===== src/rtl/led_display_panel_rx.sv =====
// led_display_panel_rx
//   Receives one row pair of a HUB75-style LED panel from an external driver.
//   All panel inputs are asynchronous and pass through 2-flop synchronizers.
//   The synchronized bit clock shifts pixels into two column shift registers.
//   The synchronized latch strobe hands the captured row to a valid/ready
//   consumer. The outputs are also the oe-low on-time and the sticky
//   length/overrun error flags.
//
// Ports
//   clk_in         system clock, all logic on rising edge
//   n_reset_in     asynchronous active-low reset
//   bclk_in        panel bit clock (asynchronous)
//   rgb_top_in     {r,g,b} upper-half pixel
//   rgb_bot_in     {r,g,b} lower-half pixel
//   latch_in       row latch strobe, active-high
//   oe_n_in        output enable, active-low
//   addr_in        row address
//   row_top_out    captured upper row, column c at [3c+2:3c]
//   row_bot_out    captured lower row, same layout
//   row_addr_out   addr_in sampled at the latch edge
//   row_valid_out  captured row available
//   row_ready_in   consumer accepts the row
//   on_time_out    clk_in cycles with oe_n low since the previous latch
//   len_err_out    sticky: latch with bit count != NUM_COL_PIXELS
//   overrun_out    sticky: latch while a row was still pending
//   err_clr_in     synchronous clear of both sticky flags
module led_display_panel_rx #(
  parameter int SYS_CLK_FREQ   = 100_000_000,
  parameter int NUM_ROW_PIXELS = 32,
  parameter int NUM_COL_PIXELS = 64,
  localparam int ADDR_W        = $clog2(NUM_ROW_PIXELS / 2)
) (
  input  logic                        clk_in,
  input  logic                        n_reset_in,
  input  logic                        bclk_in,
  input  logic [2:0]                  rgb_top_in,
  input  logic [2:0]                  rgb_bot_in,
  input  logic                        latch_in,
  input  logic                        oe_n_in,
  input  logic [ADDR_W-1:0]           addr_in,
  output logic [3*NUM_COL_PIXELS-1:0] row_top_out,
  output logic [3*NUM_COL_PIXELS-1:0] row_bot_out,
  output logic [ADDR_W-1:0]           row_addr_out,
  output logic                        row_valid_out,
  input  logic                        row_ready_in,
  output logic [15:0]                 on_time_out,
  output logic                        len_err_out,
  output logic                        overrun_out,
  input  logic                        err_clr_in
);

  localparam int ROW_W = 3 * NUM_COL_PIXELS;
  localparam logic [6:0] CNT_FULL = 7'(NUM_COL_PIXELS);
  localparam logic [6:0] CNT_SAT  = 7'(NUM_COL_PIXELS + 1);

  // Elaboration-time sanity checks on the parameters.
  if (SYS_CLK_FREQ < 1) begin : g_bad_freq
    $error("SYS_CLK_FREQ must be positive");
  end
  if (NUM_COL_PIXELS < 2 || NUM_COL_PIXELS > 126) begin : g_bad_cols
    $error("NUM_COL_PIXELS must be in 2..126 for the 7-bit bit counter");
  end

  typedef enum logic [1:0] {
    IDLE,
    SHIFT,
    FULL,
    LONG
  } state_e;

  // ---------------------------------------------------------------------
  // Input synchronizers (2 flops each) plus one history flop for edges
  // ---------------------------------------------------------------------
  logic [1:0]        bclk_sync_q;
  logic [1:0]        latch_sync_q;
  logic [1:0]        oe_sync_q;
  logic [2:0]        top_s1_q, top_s2_q;
  logic [2:0]        bot_s1_q, bot_s2_q;
  logic [ADDR_W-1:0] addr_s1_q, addr_s2_q;
  logic              bclk_prev_q;
  logic              latch_prev_q;

  always_ff @(posedge clk_in or negedge n_reset_in) begin
    if (!n_reset_in) begin
      bclk_sync_q  <= '0;
      latch_sync_q <= '0;
      oe_sync_q    <= '0;
      top_s1_q     <= '0;
      top_s2_q     <= '0;
      bot_s1_q     <= '0;
      bot_s2_q     <= '0;
      addr_s1_q    <= '0;
      addr_s2_q    <= '0;
      bclk_prev_q  <= 1'b0;
      latch_prev_q <= 1'b0;
    end else begin
      bclk_sync_q  <= {bclk_sync_q[0], bclk_in};
      latch_sync_q <= {latch_sync_q[0], latch_in};
      oe_sync_q    <= {oe_sync_q[0], oe_n_in};
      top_s1_q     <= rgb_top_in;
      top_s2_q     <= top_s1_q;
      bot_s1_q     <= rgb_bot_in;
      bot_s2_q     <= bot_s1_q;
      addr_s1_q    <= addr_in;
      addr_s2_q    <= addr_s1_q;
      bclk_prev_q  <= bclk_sync_q[1];
      latch_prev_q <= latch_sync_q[1];
    end
  end

  logic bclk_rise;
  logic latch_rise;
  logic shift_en;
  logic oe_low;

  assign bclk_rise  = bclk_sync_q[1] & ~bclk_prev_q;
  assign latch_rise = latch_sync_q[1] & ~latch_prev_q;
  // A bit clock edge landing on the latch edge belongs to neither row.
  assign shift_en   = bclk_rise & ~latch_rise;
  assign oe_low     = ~oe_sync_q[1];

  // ---------------------------------------------------------------------
  // Column shift registers: new pixel enters column 0 and moves upward,
  // so the first pixel of a full row ends at column NUM_COL_PIXELS-1.
  // ---------------------------------------------------------------------
  logic [ROW_W-1:0] top_sr_q;
  logic [ROW_W-1:0] bot_sr_q;

  always_ff @(posedge clk_in or negedge n_reset_in) begin
    if (!n_reset_in) begin
      top_sr_q <= '0;
      bot_sr_q <= '0;
    end else if (shift_en) begin
      top_sr_q <= {top_sr_q[ROW_W-4:0], top_s2_q};
      bot_sr_q <= {bot_sr_q[ROW_W-4:0], bot_s2_q};
    end
  end

  // ---------------------------------------------------------------------
  // Bit counter and row-length FSM
  // ---------------------------------------------------------------------
  state_e     state_q;
  logic [6:0] cnt_q;

  always_ff @(posedge clk_in or negedge n_reset_in) begin
    if (!n_reset_in) begin
      state_q <= IDLE;
      cnt_q   <= '0;
    end else if (latch_rise) begin
      state_q <= IDLE;
      cnt_q   <= '0;
    end else if (shift_en) begin
      if (cnt_q != CNT_SAT) begin
        cnt_q <= cnt_q + 7'd1;
      end
      case (state_q)
        IDLE:    state_q <= (CNT_FULL == 7'd1) ? FULL : SHIFT;
        SHIFT:   state_q <= (cnt_q + 7'd1 == CNT_FULL) ? FULL : SHIFT;
        FULL:    state_q <= LONG;
        LONG:    state_q <= LONG;
        default: state_q <= IDLE;
      endcase
    end
  end

  // ---------------------------------------------------------------------
  // Output-enable on-time counter (saturating, cleared at each latch)
  // ---------------------------------------------------------------------
  logic [15:0] oe_cnt_q;

  always_ff @(posedge clk_in or negedge n_reset_in) begin
    if (!n_reset_in) begin
      oe_cnt_q <= '0;
    end else if (latch_rise) begin
      oe_cnt_q <= '0;
    end else if (oe_low && oe_cnt_q != '1) begin
      oe_cnt_q <= oe_cnt_q + 16'd1;
    end
  end

  // ---------------------------------------------------------------------
  // Row hand-off and sticky flags
  // ---------------------------------------------------------------------
  logic [ROW_W-1:0]  row_top_q, row_bot_q;
  logic [ADDR_W-1:0] row_addr_q;
  logic [15:0]       on_time_q;
  logic              valid_q, valid_d;
  logic              len_err_q, len_err_d;
  logic              overrun_q, overrun_d;
  logic              capture;
  logic              len_set;
  logic              ovr_set;

  // The latch check uses the registered valid, so a latch arriving in the
  // same cycle as the accepting handshake still counts as an overrun.
  assign capture = latch_rise & ~valid_q;
  assign ovr_set = latch_rise & valid_q;
  assign len_set = latch_rise & (state_q != FULL);

  always_comb begin
    valid_d = valid_q;
    if (capture) begin
      valid_d = 1'b1;
    end else if (valid_q && row_ready_in) begin
      valid_d = 1'b0;
    end

    len_err_d = len_err_q;
    if (len_set) begin
      len_err_d = 1'b1;
    end else if (err_clr_in) begin
      len_err_d = 1'b0;
    end

    overrun_d = overrun_q;
    if (ovr_set) begin
      overrun_d = 1'b1;
    end else if (err_clr_in) begin
      overrun_d = 1'b0;
    end
  end

  always_ff @(posedge clk_in or negedge n_reset_in) begin
    if (!n_reset_in) begin
      row_top_q  <= '0;
      row_bot_q  <= '0;
      row_addr_q <= '0;
      on_time_q  <= '0;
      valid_q    <= 1'b0;
      len_err_q  <= 1'b0;
      overrun_q  <= 1'b0;
    end else begin
      if (capture) begin
        row_top_q  <= top_sr_q;
        row_bot_q  <= bot_sr_q;
        row_addr_q <= addr_s2_q;
        on_time_q  <= oe_cnt_q;
      end
      valid_q   <= valid_d;
      len_err_q <= len_err_d;
      overrun_q <= overrun_d;
    end
  end

  assign row_top_out   = row_top_q;
  assign row_bot_out   = row_bot_q;
  assign row_addr_out  = row_addr_q;
  assign row_valid_out = valid_q;
  assign on_time_out   = on_time_q;
  assign len_err_out   = len_err_q;
  assign overrun_out   = overrun_q;

endmodule


===== config.mk =====
export PLATFORM = sky130hd
export DESIGN_NAME = led_display_panel_rx
export DESIGN_NICKNAME = d
export VERILOG_FILES = /design/src/rtl/led_display_panel_rx.sv
export SDC_FILE = /design/constraint.sdc
export NUM_CORES = 1
export LEC_CHECK = 0
export ABC_AREA = 1
export CORE_MARGIN = 2
export CORE_UTILIZATION = 45
export CTS_CLUSTER_SIZE = 24
export DETAILED_ROUTE_END_ITERATION = 12
export HOLD_SLACK_MARGIN = 0.1
export PLACE_DENSITY = 0.66
export SETUP_SLACK_MARGIN = 0.4
export SLEW_MARGIN = 10
export SYNTH_ARGS = -nofsm -noshare
export SYNTH_HDL_FRONTEND = slang
export SYNTH_SLANG_ARGS = --single-unit

===== constraint.sdc =====
create_clock -name clk_in -period 3.08 [get_ports clk_in]
set_input_delay 0.308 -clock clk_in [delete_from_list [all_inputs] [get_ports clk_in]]
set_output_delay 0.308 -clock clk_in [all_outputs]
set_load 0.05 [all_outputs]

* After elaboration in Yosys (flattened, before gate mapping)
Cells that the tools add are included.
Storage, ports and cells: flip-flop bits (word level) 844, bits of input ports 17
Operators by class: $add $sub $neg 2, equality and inequality tests 7, muxes and demuxes 14, bitwise gates (word level) 11, reductions and logical operators 11
Operators with widths (number):
- $mux W16 | 2
- $mux W7 | 3
- $add A16 B1 Y16 const B | 1
- $ne A16 B16 Y1 const B | 1
- $reduce_bool A2 Y1 | 6
- $add A7 B1 Y7 const B | 1
- $eq A7 B7 Y1 const B | 1
- $ne A7 B7 Y1 const B | 1
- $and A1 B1 Y1 | 6
- $mux W2 | 3
- $pmux W2 S3 | 1
- $mux W1 | 5
- $not A1 Y1 | 5
- $eq A2 B2 Y1 const B | 2
- $eq A2 B1 Y1 const B | 1
- $logic_and A1 B1 Y1 | 2
- $logic_not A2 Y1 | 1
- $ne A2 B2 Y1 const B | 1
- $reduce_and A2 Y1 | 1
- $reduce_or A2 Y1 | 1

* Depth between registers and ports, before layout
depth after elaboration 6, depth in mapped cells 10

* Worst setup path before layout
OpenSTA, ideal clock, no wires.
kind register -> register, from reg oe_cnt_q[0], to reg oe_cnt_q[8], setup time 66 ps, arrival 1496 ps, slack 1519 ps, cell stages (with the launch flop) 10, path buffers 1, path through dfrtp_1 -> ha_1 -> nand3_1 -> inv_1 -> nand2_1 -> nor2_2 -> nor2_2 -> buf_2 -> nand4_1 -> nand2_1
On the way: word-level cells in the longest chain between the ends 3, elaborated cells between the ends (all ways) 6, classes of those cells 1 x add/sub; 1 x eq/ne; 2 x mux; 2 x reduce/logical
Ends and longest elaborated chain:
- start, declared | RTL line 169 | logic [15:0] oe_cnt_q;
- start signal, assigned | RTL line 177 | oe_cnt_q <= oe_cnt_q + 16'd1;
- $add A16 B1 Y16 / $ne A16 B16 Y1 (equally long branches) | RTL line 177, 176
- $mux W16 / $logic_and A1 B1 Y1 (equally long branches) | RTL line 176 | end else if (oe_low && oe_cnt_q != '1) begin
- $mux W16 / $reduce_bool A2 Y1 (equally long branches)
Several ways; a longest one is shown, not always the timed one. The select of a mux whose other input is x is not followed. A chain may end at the register's enable or synchronous reset.

* Worst setup path after layout
from reg valid_q (netlist: row_valid_out), to out row_valid_out
RTL lines:
- start, declared | RTL line 187 | logic valid_q, valid_d;
- start signal, assigned | RTL line 239 | valid_q <= valid_d;
- end, declared | RTL line 44 | output logic row_valid_out,
No word-level cell between the ends.

==> run summary <==
The final antenna diode count is 0. The top cell types in the final layout, fill and taps aside, are nand2_1 (2294), dfrtp_1 (844), clkdlybuf4s50_1 (422), clkbuf_16 (88), o21ai_0 (77). At the pin with the least slew margin, the transition time is 0.985 ns.

The gate count after technology mapping came out at 3545. In the synthesized netlist the dominant register cell turns out to be dfrtp_1. The post-synth net total is 3565. The initial antenna violation count was 0. Setup repair after global routing left no endpoint under its margin. The multi-input combinational cell area came out at 9560 sq um.

Leaving out fill and tap cells, the most frequent cell in the layout is nand2_1. The setup skew after layout came out at 0.0238 ns. The worst setup path is launched from a flop. The cell total after placement came out at 4778.

The x dimension of the die is 270 um. The total congestion overflow came out at 0. The cell leakage power is 21.5 nW. Of the total power, the share spent switching nets is 0.261. For this configuration, the core starts out at a cell density of 0.454. The share of post-route cells with drive strength above 1 came out at 0.0506. The total of max-cap violations is 0. The mean instance size in the synthesized netlist came out at 8.95 sq um. The arrival time reported for the critical path endpoint came out at 2.03 ns. The fill cell instance count of the final layout is 6171.

The routed layout has 23.5k vias. The count of H-tree levels built during CTS is 3. The share of synthesized flip-flops with an asynchronous set or reset came out at 1.00. The clock latency of the later-clocked register in the worst-skew pair is 0.63 ns.

The number of placement rows is 97. In the routed design, unresolved DRC markers number 0. The worst voltage drop across the vdd grid came out at 0.000401 V. The hold violation count in the final report is 0. The share of power burned in the clock network came out at 0.429.

The flop-to-flop setup slack is 0.93 ns. The number of distinct standard cells referenced by the synthesized netlist is 23. For this run, the share of the core covered by cells in the final layout is 0.575. The power density over the cells is 641 nW/um^2. Walking the worst path, the cells encountered are clkdlybuf4s50_1. The total area inside the core boundary comes to 69900 sq um. The largest individual stage delay along the critical path comes from the cell clkdlybuf4s50_1.

The layout overhead on the synthesized area came out at 26.6%. After the last flow step, the layout net total stands at 3959. CTS placed an instance of clkbuf_16 at the clock tree root. The data required time at the worst endpoint came out at 2.77 ns. The largest net degree at the start of global routing is 168. The portion of total power attributed to combinational logic is 0.105. Headroom to the max-slew limit came out at 0.344.

The flow ran to the end, and the final reports show no timing, DRC or antenna violations. The path class of the tightest hold or removal check is primary input to flop. The clock passes through at most 3 buffers. For this run, the slowest stage of the critical path takes 0.87 ns.

The critical path in this run is classified as flop to output port. The via count of the first global-routing pass is 22.7k. The routability congestion estimate came out at 0.812. The vertical die dimension is 270 um. The maximum frequency from static timing analysis came out at 428 MHz.

The number of vias per cell after detailed routing came out at 4.74. The total clock buffers created by CTS is 87. The kind of end point of the critical path is an output port. The total number of yosys warnings is 0. The post-layout instance count excluding filler cells is 4950. Of all nets on the critical path, the largest fanout is 3. Across the whole layout, storage elements account for 21100 sq um. The clock net in this run drives a total of 844 sinks.

Detailed placement finished with a half-perimeter wire length of 48.0 mm. After synthesis the cells add up to 31700 sq um. The remaining antenna violation count came out at 0. The internal power consumption is 19.0 mW.

The setup TNS after final layout is 0 ns. The portion of the clock cycle consumed by the worst path in the final layout came out at 0.759. Buffers placed on the I/O ports in this run total 423.

After clock tree synthesis, the clock-pin slew on the worst setup and hold paths is 0.06 ns. The register area share after synthesis came out at 0.665. The worst hold margin is 0.135 ns. Pin placement for this block handled 424 I/O pins. The first global-routing pass estimated 125 mm of wire. The routed wire length per instance came out at 15.4 um. The clock tree from TritonCTS is yes.

The max-slew violation count was 0. The count of TritonRoute iterations in the first routing pass came out at 5. Of the total power, registers draw 0.467. Summed over all nets, the switching power comes to 6.72 mW. The die area came out at 72700 sq um. The violation count after the first detailed-route iteration came out at 1933. The number of register bits inferred by synthesis came out at 844.

The aggregate global-route resource usage came out at 0.211. Yosys mapped a number of flops with a built-in enable equal to 0. The routed wire length came out at 76.2 mm.

The clock period could shrink to 2.34 ns. The setup violation total in the final timing report came out at 0. On the critical path the largest part of the delay comes from buffers and inverters.

The critical path buffer and inverter count came out at 1.
## metrics by stage
stage          total power [mW]  worst slack, ns  area, sq um
6_report                   25.8            0.742        40200
5_1_grt                    26.8            0.669        40200
3_3_place_gp               14.9             1.02        37000
4_1_cts                    26.1            0.689        40200
2_1_floorplan              13.8             1.52        31700
3_5_place_dp               14.9            0.987        37000
## cell type report
cell class                      count  area share
Clock buffer                      127      0.0649
Inverter                           58     0.00585
Sequential cell                   844       0.525
Tap cell                          940      0.0293
Clock inverter                     33      0.0113
Timing Repair Buffer              481       0.125
Multi-Input combinational cell   2467       0.238
## synthesized netlist by cell type (3+ instances only)
| master | n | area, sq um |
|---|---|---|
| buf_2 | 122 | 611 |
| ha_1 | 3 | 37.5 |
| nor2_1 | 30 | 113 |
| o21ai_0 | 77 | 385 |
| buf_4 | 5 | 37.5 |
| nand3_1 | 17 | 85.1 |
| buf_1 | 12 | 45.0 |
| nor2_4 | 3 | 33.8 |
| inv_1 | 55 | 206 |
| dfrtp_1 | 844 | 21100 |
| xor2_1 | 8 | 70.1 |
| o21bai_1 | 4 | 30.0 |
| nand2_1 | 2294 | 8610 |
| nand4_1 | 12 | 75.1 |
| o22ai_1 | 3 | 18.8 |
| clkbuf_1 | 35 | 131 |
| o21ai_1 | 11 | 55.1 |
## timing repair
item | 4_1_cts | 5_1_grt
gates resized for setup | 0 | 0
buffers inserted | 0 | 0
hold buffers | 12 | 0
endpoints found under the hold margin | 79 | 0
## path summary, 6_finish.rpt
kind,end,from,cells after the start
max in group asynchronous,row_top_out[180]$_DFFE_PN0P_,n_reset_in,3
worst max register to register,row_top_out[77]$_DFFE_PN0P_,latch_prev_q$_DFF_PN0_,6
worst min register to register,oe_sync_q[1]$_DFF_PN0_,oe_sync_q[0]$_DFF_PN0_,0
worst min-delay path,bclk_sync_q[0]$_DFF_PN0_,bclk_in,1
min in group asynchronous,row_top_out[124]$_DFFE_PN0P_,n_reset_in,2
worst max-delay path,row_valid_out,row_valid_out$_DFFE_PN0P_,1
## registers in the layout (all words and copies together), names as in the netlist
signal and flops:
len_err_out 1, addr_s1_q 4, top_s2_q 3, on_time_out 16, bclk_prev_q 1, top_s1_q 3
oe_cnt_q 16, cnt_q 7, state_q 2, top_sr_q 192, bot_s1_q 3, bot_s2_q 3
row_addr_out 4, overrun_out 1, row_valid_out 1, bot_sr_q 192, addr_s2_q 4, row_top_out 192
latch_prev_q 1, row_bot_out 192, latch_sync_q 2, oe_sync_q 2, bclk_sync_q 2
## layer usage
metal  up-vias  part of all wire  GRT usage
li1      11536                 -          -
met1     11278              0.45      0.295
met2       523              0.46      0.325
met3       119             0.065     0.0563
met4         0             0.026     0.0640
met5         -                 0          0
## power groups by stage
stage | registers, mW | logic (mW) | clock network (mW)
4_1_cts | 12.0 | 2.74 | 11.3
6_report | 12.0 | 2.69 | 11.1
3_3_place_gp | 12.2 | 2.69 | 0
2_1_floorplan | 13.0 | 0.786 | 0
3_5_place_dp | 12.2 | 2.72 | 0
5_1_grt | 12.1 | 2.91 | 11.8
## cells by family (layout without fill, tap and decap cells)
group	after synthesis	count (layout)	synth area share
DFF	844	844	0.665
adders and majority gates	3	3	0.00118
xor gates and xnor gates	8	8	0.00221
and+or+nand+nor	2359	2359	0.282
buffers and inverters	234	699	0.0336
AOI/OAI and AO/OA	97	97	0.0157
Note: power is estimated with default switching activity, not from simulation.
